### src/rtl/ascon_cmd_ctrl.sv
// ascon_cmd_ctrl: host command sequencer for ascon_core.
// Decodes 32-bit instruction words and forwards data words to key/bdi.
module ascon_cmd_ctrl #(
    parameter int unsigned CCW  = 32,
    parameter int unsigned CCSW = 32
) (
    input  logic            clk,
    input  logic            rst,
    input  logic [31:0]     cmd_data,
    input  logic            cmd_valid,
    output logic            cmd_ready,
    output logic [CCW-1:0]  res_data,
    output logic [3:0]      res_type,
    output logic            res_valid,
    input  logic            res_ready,
    output logic            busy,
    output logic            auth_ok,
    output logic            auth_done,
    output logic            err,
    output logic [CCSW-1:0] key,
    output logic            key_valid,
    input  logic            key_ready,
    output logic [CCW-1:0]  bdi,
    output logic            bdi_valid,
    input  logic            bdi_ready,
    output logic [3:0]      bdi_type,
    output logic            bdi_eot,
    output logic            bdi_eoi,
    output logic            decrypt,
    output logic            hash,
    input  logic [CCW-1:0]  bdo,
    input  logic            bdo_valid,
    output logic            bdo_ready,
    input  logic [3:0]      bdo_type,
    input  logic            bdo_eot,
    input  logic            auth,
    input  logic            auth_valid,
    output logic            auth_ready
);

    localparam logic [3:0] OP_DO_ENC   = 4'h0;
    localparam logic [3:0] OP_DO_DEC   = 4'h1;
    localparam logic [3:0] OP_DO_HASH  = 4'h2;
    localparam logic [3:0] OP_LD_KEY   = 4'h3;
    localparam logic [3:0] OP_LD_NONCE = 4'h4;
    localparam logic [3:0] OP_LD_AD    = 4'h5;
    localparam logic [3:0] OP_LD_PT    = 4'h6;
    localparam logic [3:0] OP_LD_CT    = 4'h7;
    localparam logic [3:0] OP_LD_TAG   = 4'h8;

    localparam logic [3:0] D_NULL  = 4'h0;
    localparam logic [3:0] D_NONCE = 4'h1;
    localparam logic [3:0] D_AD    = 4'h2;
    localparam logic [3:0] D_PTCT  = 4'h3;
    localparam logic [3:0] D_TAG   = 4'h4;

    typedef enum logic [1:0] {
        IDLE,
        LOAD,
        AUTH
    } state_t;

    state_t      state;
    logic [3:0]  op_q;
    logic        eoi_q;
    logic [22:0] cnt;

    logic [3:0]  op_in;
    logic [24:0] len_round;
    logic [22:0] words;
    logic        last;
    logic        xfer;
    logic [2:0]  unused_sig;

    assign op_in     = cmd_data[31:28];
    assign len_round = {1'b0, cmd_data[23:0]} + 25'd3;
    assign words     = len_round[24:2];
    assign last      = (cnt == 23'd1);
    assign xfer      = cmd_valid & cmd_ready;

    // The core's output side is wired straight through to the host.
    assign res_data   = bdo;
    assign res_type   = bdo_type;
    assign res_valid  = bdo_valid;
    assign bdo_ready  = res_ready;
    assign unused_sig = {bdo_eot, len_round[1:0]};

    assign busy = !rst && (state != IDLE);

    // Core-side handshake steering for the current state.
    always_comb begin
        cmd_ready  = 1'b1;
        key        = '0;
        key_valid  = 1'b0;
        bdi        = '0;
        bdi_valid  = 1'b0;
        bdi_type   = D_NULL;
        bdi_eot    = 1'b0;
        bdi_eoi    = 1'b0;
        auth_ready = 1'b0;
        if (!rst) begin
            unique case (state)
                LOAD: begin
                    if (op_q == OP_LD_KEY) begin
                        key       = cmd_data[CCSW-1:0];
                        key_valid = cmd_valid;
                        cmd_ready = key_ready;
                    end else begin
                        bdi       = cmd_data[CCW-1:0];
                        bdi_valid = cmd_valid;
                        cmd_ready = bdi_ready;
                        bdi_eot   = last;
                        bdi_eoi   = last & eoi_q;
                        unique case (op_q)
                            OP_LD_NONCE:         bdi_type = D_NONCE;
                            OP_LD_AD:            bdi_type = D_AD;
                            OP_LD_PT, OP_LD_CT:  bdi_type = D_PTCT;
                            OP_LD_TAG:           bdi_type = D_TAG;
                            default:             bdi_type = D_NULL;
                        endcase
                    end
                end
                AUTH: begin
                    cmd_ready  = 1'b0;
                    auth_ready = 1'b1;
                end
                default: begin
                end
            endcase
        end
    end

    // Instruction decode, word counting and auth capture.
    always_ff @(posedge clk) begin
        if (rst) begin
            state     <= IDLE;
            op_q      <= OP_DO_ENC;
            eoi_q     <= 1'b0;
            cnt       <= '0;
            decrypt   <= 1'b0;
            hash      <= 1'b0;
            auth_ok   <= 1'b0;
            auth_done <= 1'b0;
            err       <= 1'b0;
        end else begin
            auth_done <= 1'b0;
            unique case (state)
                IDLE: begin
                    if (cmd_valid) begin
                        unique case (op_in)
                            OP_DO_ENC: begin
                                decrypt <= 1'b0;
                                hash    <= 1'b0;
                            end
                            OP_DO_DEC: begin
                                decrypt <= 1'b1;
                                hash    <= 1'b0;
                            end
                            OP_DO_HASH: begin
                                decrypt <= 1'b0;
                                hash    <= 1'b1;
                            end
                            OP_LD_KEY, OP_LD_NONCE, OP_LD_AD,
                            OP_LD_PT, OP_LD_CT, OP_LD_TAG: begin
                                op_q  <= op_in;
                                eoi_q <= cmd_data[24];
                                cnt   <= words;
                                if (words != 23'd0) begin
                                    state <= LOAD;
                                end
                            end
                            default: err <= 1'b1;
                        endcase
                    end
                end
                LOAD: begin
                    if (xfer) begin
                        cnt <= cnt - 23'd1;
                        if (last) begin
                            state <= (op_q == OP_LD_TAG) ? AUTH : IDLE;
                        end
                    end
                end
                AUTH: begin
                    if (auth_valid) begin
                        auth_ok   <= auth;
                        auth_done <= 1'b1;
                        state     <= IDLE;
                    end
                end
                default: state <= IDLE;
            endcase
        end
    end

endmodule
### config.mk
export PLATFORM = sky130hd
export DESIGN_NAME = ascon_cmd_ctrl
export DESIGN_NICKNAME = d
export VERILOG_FILES = /design/src/rtl/ascon_cmd_ctrl.sv
export SDC_FILE = /design/constraint.sdc
export NUM_CORES = 1
export LEC_CHECK = 0
export CORE_ASPECT_RATIO = 0.9
export CORE_MARGIN = 3
export CORE_UTILIZATION = 42
export DETAILED_ROUTE_END_ITERATION = 7
export HOLD_SLACK_MARGIN = 0.03
export MAX_ROUTING_LAYER = met4
export PLACE_DENSITY = 0.94
export SYNTH_ARGS = -nofsm -noshare
export SYNTH_HDL_FRONTEND = slang
export SYNTH_SLANG_ARGS = --single-unit
### constraint.sdc
create_clock -name clk -period 4.1 [get_ports clk]
set_input_delay 1.025 -clock clk [delete_from_list [all_inputs] [get_ports clk]]
set_output_delay 1.025 -clock clk [all_outputs]
set_load 0.05 [all_outputs]
# --- After elaboration in Yosys (flattened, before gate mapping) ---
# Index checks and enable logic that the tools add are counted.
totals:
  input_bits: 78
  elab_cells: 102
  regBits: 35
  out_inout_bits: 118
op_classes:
  mux: 42
  bitwise: 4
  n_reduce_logical: 22
  addsub: 2
  eq_ne: 23
ops:
  columns: ["op", "n"]
  rows:
  - ["$mux W32", 6]
  - ["$mux W23", 3]
  - ["$pmux W23 S2", 1]
  - ["$eq A4 B3 Y1 const B", 8]
  - ["$add A24 B2 Y25 const B", 1]
  - ["$eq A23 B1 Y1 const B", 1]
  - ["$reduce_bool A23 Y1", 1]
  - ["$sub A23 B1 Y23 const B", 1]
  - ["$mux W1", 17]
  - ["$mux W2", 7]
  - ["$eq A4 B2 Y1 const B", 3]
  - ["$pmux W3 S4", 1]
  - ["$reduce_and A3 Y1", 4]
  - ["$ne A2 B2 Y1 const B", 5]
  - ["$mux W3", 3]
  - ["$reduce_or A9 Y1", 1]
  - ["$eq A4 B4 Y1 const B", 2]
  - ["$reduce_bool A2 Y1", 4]
  - ["$reduce_or A2 Y1", 4]
  - ["$pmux W1 S2", 3]
  - ["$pmux W2 S3", 1]
  - ["$reduce_and A6 Y1", 1]
  - ["$reduce_or A6 Y1", 1]
  - ["$eq A4 B1 Y1 const B", 1]
  - ["11 further kinds", 13]

# --- Longest topological paths before layout ---
# Gate-level depths: netlist of the first run.
depth:
  depth_word: 7
  depth_mapped: 9
  ltp_nobuf: 8

# --- Worst setup path before layout of the first run ---
# Ideal clock, no wire load.
synth_timing:
  path_type: "in2out"
  from: "input port cmd_data[13]"
  to: "output port bdi[13]"
  arrival_time_ns: 2.901
  required_time_ns: 3.075
  setup_slack_ns: 0.174
  path_stages: 3
  path_buffers: 1
  cell_sequence: "clkbuf_1 inv_1 nor4_1"
synth_via:
  elab_chain_cells: 3
synth_lines:
  columns: ["item", "line", "rtl"]
  rows:
  - ["from (decl)", "9", "input logic [31:0] cmd_data,"]
  - ["$mux W32", "104", "if (op_q == OP_LD_KEY) begin"]
  - ["$mux W32", "102", "unique case (state)"]
  - ["$mux W32", "101", "if (!rst) begin"]
  - ["to (decl)", "23", "output logic [CCW-1:0] bdi,"]
# Every way passes these cells.

# --- Final worst setup path of the first run ---
layout_timing:
  from: "input port rst"
  to: "output port key[14]"
layout_via:
  elab_chain_cells: 1
layout_lines:
  columns: ["item", "line", "rtl"]
  rows:
  - ["from (decl)", "8", "input logic rst,"]
  - ["$mux W32", "101", null]
  - ["to (decl)", "20", "output logic [CCSW-1:0] key,"]
# Every way passes these cells.

==> qor.log, run 1 <==
qor: timing.slew_violations 0
qor: clock_tree.post_cts_resize_count 0
qor: worst_setup_path.worstSetupEndpointType primary output
qor: detailed_routing.highest_layer met4
qor: cells_and_area.regArea 701 um2
qor: detailed_routing.detail_route.wirelength 13700 um
qor: detailed_routing.met2_wirelength 6740 um
qor: grt.first_pass_grt_wire_length 21800 um
qor: clock_tree.cts-root-to-sink-buffers 2
qor: timing.skew 0.0124 ns
qor: timing.final-setup-viol-count 0
qor: grt.grt_remaining_overflow 0
qor: timing.timing.final.crit_share 0.920
qor: yosys.synthDistinctLibCells 66
qor: timing.fmax 265 MHz
qor: clock_tree.cts_root_buf sky130_fd_sc_hd__clkbuf_8
qor: grt.grt_antenna_before_repair 0
qor: cells_and_area.layout.cells.most_common_list 76 x sky130_fd_sc_hd__buf_12, 43 x sky130_fd_sc_hd__clkdlybuf4s50_1, 37 x sky130_fd_sc_hd__and2_1
qor: run_status.status complete, no violations
qor: clock_tree.cts.reportedPaths.clkPinSlew 0.08 ns
qor: grt.grt_pass1_vias 4175
qor: cells_and_area.multiInputGateArea 2230 um2
qor: detailed_routing.drt-wirelength-per-cell 21.6 um
qor: power_and_ir_drop.total_leakage_power 0.00201 uW
qor: yosys.synthesized_area 3450 um2
qor: detailed_routing.drtPass1Iterations 8
qor: place.post-place-ws 0.251 ns
qor: floorplan.die_x 102 um
qor: cells_and_area.fillCellCount 441
qor: detailed_routing.routed-via-count 4190
qor: job.max_cap_viol_count 0
qor: clock_tree.cts_hold_buf 0
qor: floorplan.chipHeight 92.0 um
qor: yosys.synth-seq-cells 35
qor: detailed_routing.drt_first_iter_violations 748
qor: yosys.synth.avg_cell_area 7.25 um2
qor: min_path.hold_path.class reg -> reg
qor: yosys.synth_nets 556
qor: floorplan.die_area 9340 um2
qor: detailed_routing.wl_met3 1490 um
qor: floorplan.initial_utilization 0.444
qor: worst_setup_path.timing_worst_setup_path_type in -> out
qor: detailed_routing.drcViolationCount 0
qor: worst_setup_path.arrival 2.75 ns
qor: yosys.postSynthCellCount 476
qor: grt.grtUsageTotal 0.294
qor: yosys.seq_area_frac_synth 0.203
qor: timing.finalHoldViolations 0
qor: detailed_routing.ant_nets 0
qor: clock_tree.cts_buffers 5
qor: cells_and_area.final_nets 618
qor: clock_tree.clkLatencyLatePin 0.30 ns
qor: worst_setup_path.required 3.07 ns
qor: floorplan.pin_count 196
qor: yosys.yosys_warnings 0
qor: place.gp_routability_congestion 0.938
qor: timing.slew_headroom 0.389
qor: cells_and_area.area.growth.synth_to_final 51.0%
qor: yosys.proportion_of_register_bits_with_asynchronous_set_or_reset_after_synthesis 0
qor: clock_tree.cts_tree built
qor: cells_and_area.most_common_cell_after_layout_fill_and_taps_aside sky130_fd_sc_hd__buf_12
qor: floorplan.std_cell_rows 30
qor: detailed_routing.avgViaCountPerCell 6.60
qor: cells_and_area.antenna_cells 0
qor: timing.tightest_slew 0.915 ns
qor: timing.finalWorstSetupSlack 0.328 ns
qor: grt.grt_start_max_net_pins 42
qor: power_and_ir_drop.power_density 276 nW/um2
qor: yosys.synth_enable_flop_cells 0
qor: yosys.postSynth.topFlopCell sky130_fd_sc_hd__dfxtp_1
qor: timing.fin_crit 3.77 ns
qor: clock_tree.clkSinkCount 35
qor: clock_tree.cts-htree-levels 2
qor: worst_setup_path.crit_path_max_fanout 24
qor: timing.totalNegativeSetupSlack 0 ns
qor: place.io_buffer_count 117
qor: worst_setup_path.worstSetupStartpointType input port
qor: detailed_routing.met1Wirelength 4820 um
qor: clock_tree.post-cts-setup-buffers 0
qor: place.dp_hpwl 10100 um
qor: power_and_ir_drop.irDropWorstVdd 0.000170 V
qor: floorplan.core-area 7770 um2
qor: timing.rsz0062_at_grt no
qor: cells_and_area.final_layout_size_suffix_gt1_frac 0.212
-- stage by stage --
stage                     power (uW)  hold WS (ns)  instances  utilization  instance area, um2
after floorplan                  952         0.432        476            -                3450
after global placement          1060         0.452        627        0.657                5110
after detailed placement        1110         0.460        627        0.657                5110
after CTS                       1400         0.474        635        0.671                5210
after global routing            1490         0.517        635        0.671                5210
final                           1440         0.471        635        0.671                5210
-- cell type report --
type,instances,area share
tap,96,0.0231
timing repair buffer,128,0.388
sequential,35,0.134
multi-input combinational,358,0.428
clock buffer,7,0.0185
inverter,10,0.00720
clock inverter,1,0.00144
-- critical path: stages --
cell                              delay, ns
sky130_fd_sc_hd__clkdlybuf4s50_1       0.56
sky130_fd_sc_hd__nor2_2                0.51
sky130_fd_sc_hd__buf_12                0.22
sky130_fd_sc_hd__and3_1                0.25
sky130_fd_sc_hd__buf_12                0.16
-- synthesized netlist by cell type, types with 2 or more instances --
library cell,count,area (um2)
sky130_fd_sc_hd__a211oi_1,3,22.5
sky130_fd_sc_hd__a21oi_1,29,145
sky130_fd_sc_hd__a221oi_1,2,17.5
sky130_fd_sc_hd__a31oi_1,7,43.8
sky130_fd_sc_hd__and2_1,37,231
sky130_fd_sc_hd__and3_1,34,213
sky130_fd_sc_hd__buf_2,2,10.0
sky130_fd_sc_hd__buf_4,39,293
sky130_fd_sc_hd__clkbuf_1,24,90.1
sky130_fd_sc_hd__clkbuf_8,6,82.6
sky130_fd_sc_hd__dfxtp_1,35,701
sky130_fd_sc_hd__ha_1,2,25.0
sky130_fd_sc_hd__inv_1,10,37.5
sky130_fd_sc_hd__mux2_2,3,33.8
sky130_fd_sc_hd__mux2i_1,4,40.0
sky130_fd_sc_hd__nand2_1,32,120
sky130_fd_sc_hd__nand3_1,13,65.1
sky130_fd_sc_hd__nand3b_1,2,15.0
sky130_fd_sc_hd__nand4_1,9,56.3
sky130_fd_sc_hd__nor2_1,37,139
sky130_fd_sc_hd__nor2b_1,3,18.8
sky130_fd_sc_hd__nor3_1,19,95.1
sky130_fd_sc_hd__nor3b_1,3,22.5
sky130_fd_sc_hd__nor4_1,7,43.8
sky130_fd_sc_hd__nor4b_1,3,26.3
sky130_fd_sc_hd__o211ai_1,10,75.1
sky130_fd_sc_hd__o21a_1,4,30.0
sky130_fd_sc_hd__o21ai_0,28,140
sky130_fd_sc_hd__o22ai_1,2,12.5
sky130_fd_sc_hd__o31a_1,3,26.3
sky130_fd_sc_hd__o31ai_1,4,30.0
sky130_fd_sc_hd__o41a_1,2,22.5
sky130_fd_sc_hd__o41ai_1,4,35.0
sky130_fd_sc_hd__or2_2,3,18.8
sky130_fd_sc_hd__or3_1,6,37.5
sky130_fd_sc_hd__xnor2_1,12,105
sky130_fd_sc_hd__xor2_1,4,35.0
-- routing by layer --
| layer | vias up | global-route usage |
|---|---|---|
| li1 | 1796 | - |
| met2 | 341 | 0.483 |
| met1 | 1971 | 0.347 |
| met5 | - | - |
| met3 | 82 | 0.0700 |
| met4 | 0 | 0.110 |
-- worst paths after layout --
| check | from | slack [ns] | depth (start not counted) | end |
|---|---|---|---|---|
| worst max-delay path | rst | 0.33 | 5 | key[14] |
| worst min-delay path | auth_ok$_SDFFE_PP0P_ | 0.47 | 2 | auth_ok$_SDFFE_PP0P_ |
| worst max register to register | cnt[12]$_SDFFE_PP0P_ | 1.13 | 6 | state[1]$_SDFFE_PP0P_ |
| worst min register to register | auth_ok$_SDFFE_PP0P_ | 0.47 | 2 | auth_ok$_SDFFE_PP0P_ |
-- sequential cells by signal (all words and copies together), names as in the netlist --
name       flops
cnt           23
op_q           4
state          2
auth_done      1
auth_ok        1
decrypt        1
eoi_q          1
err            1
hash           1
-- kinds of logic after synthesis --
kind of cell / synth area share
buffers and inverters: 0.153
other: 0.00109
muxes: 0.0214
xor gates and xnor gates: 0.0406
AOI/OAI and AO/OA: 0.213
and+or+nand+nor: 0.361
adders and majority gates: 0.00725
DFF: 0.203
-- power by group --
part | total [uW] | internal [uW] | switching (uW)
Combinational | 714 | 268 | 445
Clock | 297 | 153 | 144
Sequential | 426 | 377 | 49.0
Note: power is estimated with default switching activity, not from simulation.
==> run 2, diff against run 1 <==
- GPL_TIMING_DRIVEN: unset -> 0
==> qor.log, run 2 (synthesis gave the netlist of run 1 again) <==
qor: min_path.hold_path.class reg -> reg
qor: cells_and_area.biggestRegsByFlops cnt (23), op_q (4), state (2)
qor: clock_tree.cts_root_buf sky130_fd_sc_hd__clkbuf_8
qor: clock_tree.cts-root-to-sink-buffers 2
qor: worst_setup_path.arrival 3.01 ns
qor: detailed_routing.avgViaCountPerCell 5.87
qor: worst_setup_path.timing_worst_setup_path_type in -> out
qor: floorplan.core-area 7770 um2
qor: grt.grt_remaining_overflow 0
qor: timing.skew 0.00733 ns
qor: clock_tree.cts-htree-levels 2
qor: floorplan.die_area 9340 um2
qor: worst_setup_path.category_of_cells_accounting_for_the_largest_share_of_critical_path_delay buffers and inverters
qor: detailed_routing.drt_first_iter_violations 297
qor: clock_tree.clkLatencyLatePin 0.30 ns
qor: timing.timing.final.crit_share 0.985
qor: run_status.status complete, no violations
qor: grt.grt_pass1_vias 4130
qor: job.max_cap_viol_count 0
qor: power_and_ir_drop.total_leakage_power 0.00214 uW
qor: place.dp_hpwl 10600 um
qor: grt.grt_start_max_net_pins 13
qor: clock_tree.post_cts_resize_count 3
qor: cells_and_area.final_nets 716
qor: clock_tree.cts_hold_buf 0
qor: place.post-place-cells 725
qor: cells_and_area.largest_register_by_flop_count cnt
qor: floorplan.die_x 102 um
qor: detailed_routing.detail_route.wirelength 13400 um
qor: cells_and_area.final_layout_size_suffix_gt1_frac 0.126
qor: timing.fin_crit 4.04 ns
qor: detailed_routing.drcViolationCount 0
qor: timing.tightest_slew 0.868 ns
qor: worst_setup_path.ff2ff_setup_slack 1.26 ns
qor: clock_tree.clkSinkCount 35
qor: timing.slew_headroom 0.417
qor: cells_and_area.antenna_cells 0
qor: detailed_routing.drtPass1Iterations 6
qor: power_and_ir_drop.power_density 295 nW/um2
qor: timing.slew_violations 0
qor: clock_tree.post-cts-setup-buffers 0
qor: worst_setup_path.worstSetupStartpointType input port
qor: worst_setup_path.worstSetupEndpointType primary output
qor: min_path.hold_path_startpoint eoi_q$_SDFFE_PP0P_
qor: place.io_buffer_count 153
qor: worst_setup_path.cells_traversed_along_the_worst_timing_path clkbuf_8 > nor3_2 > clkbuf_1 > and2_1 > clkdlybuf4s50_1
qor: timing.finalHoldViolations 0
qor: grt.grtUsageTotal 0.286
qor: cells_and_area.postLayoutCoreUtil 0.675
qor: worst_setup_path.required 3.07 ns
qor: cells_and_area.area.growth.synth_to_final 52.1%
qor: worst_setup_path.slowest_cell_delay_on_critical_path 0.81 ns
qor: timing.final-setup-viol-count 0
qor: min_path.hold_depth 2
qor: worst_setup_path.worst-path-buf-inv 3
qor: cells_and_area.layout.cells.most_common_list 146 x sky130_fd_sc_hd__clkdlybuf4s50_1, 39 x sky130_fd_sc_hd__buf_4, 37 x sky130_fd_sc_hd__nor2_1, 37 x sky130_fd_sc_hd__and2_1, 35 x sky130_fd_sc_hd__dfxtp_1
qor: cells_and_area.finalNonFillerCells 733
qor: timing.rsz0062_at_grt no
qor: timing.fmax 248 MHz
qor: min_path.hold-path-endpoint eoi_q$_SDFFE_PP0P_
qor: grt.first_pass_grt_wire_length 21100 um
qor: worst_setup_path.regToRegEndpoint state[0]$_SDFFE_PP0P_
qor: worst_setup_path.timing.rr.start cnt[12]$_SDFFE_PP0P_
qor: timing.final.hold.worst_slack 0.478 ns
qor: worst_setup_path.reg2reg_depth 7
qor: worst_setup_path.critPathLaunch rst
qor: worst_setup_path.timing.critical_path.slowest_stage_cell sky130_fd_sc_hd__clkdlybuf4s50_1
qor: place.gp_routability_congestion 0.967
qor: clock_tree.cts_buffers 5
qor: power_and_ir_drop.irDropWorstVdd 0.000143 V
qor: detailed_routing.drt-wirelength-per-cell 18.3 um
qor: cells_and_area.most_common_cell_after_layout_fill_and_taps_aside sky130_fd_sc_hd__clkdlybuf4s50_1
qor: floorplan.initial_utilization 0.444
qor: detailed_routing.routed-via-count 4304
qor: detailed_routing.ant_nets 0
qor: floorplan.chipHeight 92.0 um
qor: clock_tree.cts_tree built
qor: cells_and_area.largest_reg_flops 23
qor: floorplan.pin_count 196
qor: grt.grt_antenna_before_repair 0
qor: power_and_ir_drop.finalPower 1550 uW
qor: floorplan.std_cell_rows 30
qor: clock_tree.cts.reportedPaths.clkPinSlew 0.08 ns
qor: worst_setup_path.crit_path_max_fanout 10
==> run 2: cell count changes in the layout (fill, tap and decap cells not counted), moves of 4 or more <==
cell and change:
sky130_fd_sc_hd__clkdlybuf4s50_1 +103, sky130_fd_sc_hd__buf_12 -76, sky130_fd_sc_hd__clkbuf_8 +4, sky130_fd_sc_hd__dlymetal6s2s_1 +6, sky130_fd_sc_hd__clkbuf_1 +23, sky130_fd_sc_hd__buf_4 +30
==> run 2: layout make-up <==
class	instances	area (um2)
Tap cell	96	120
Multi-Input combinational cell	358	2240
Clock inverter	3	43.8
Timing Repair Buffer	153	1550
Buffer	73	493
Fill cell	600	2520
Sequential cell	35	701
Inverter	10	37.5
Clock buffer	5	68.8
==> run 2: power by group <==
group	total (uW)	internal, uW	leakage, uW	switching [uW]
registers	419	377	0.000286	41.9
logic	807	297	0.00180	510
clock network	323	181	0.0000581	142
==> run 2: per-layer routing <==
layer	vias to the layer above	track usage	routed length, um	part of all wire
li1	1996	-	-	-
met1	2000	0.359	5360	0.40
met2	278	0.473	6540	0.49
met3	30	0.0449	1250	0.093
met4	0	0.0808	278	0.021
met5	-	-	0	0
==> run 2: worst reg2reg max path: cells and delay by family, from the launching register on <==
family | cells | cell delay [ns]
flops | 1 | 0.30
mux | 1 | 0.39
simple gates | 2 | 0.68
compound gates | 3 | 1.18
buf+inv | 1 | 0.19
==> run 2: worst max path at each step <==
stage                        endpoint  slack (ns)  cells after the start
final                         bdi[20]        0.06                      5
after global routing          bdi[15]       0.003                      5
after CTS                 bdi_type[1]        0.04                      6
after detailed placement      bdi[14]       -0.16                      5
after global placement        bdi_eot       -0.07                      5
after floorplan               bdi[13]        0.17                      3
==> run 2: metrics by stage <==
stage	area [um2]	setup TNS [ns]	worst slack (ns)
2_1_floorplan	3450	0	0.174
3_3_place_gp	5100	-1.44	-0.0742
3_5_place_dp	5100	-3.78	-0.163
4_1_cts	5220	0	0.0368
5_1_grt	5250	0	0.00295
6_report	5250	0	0.0609
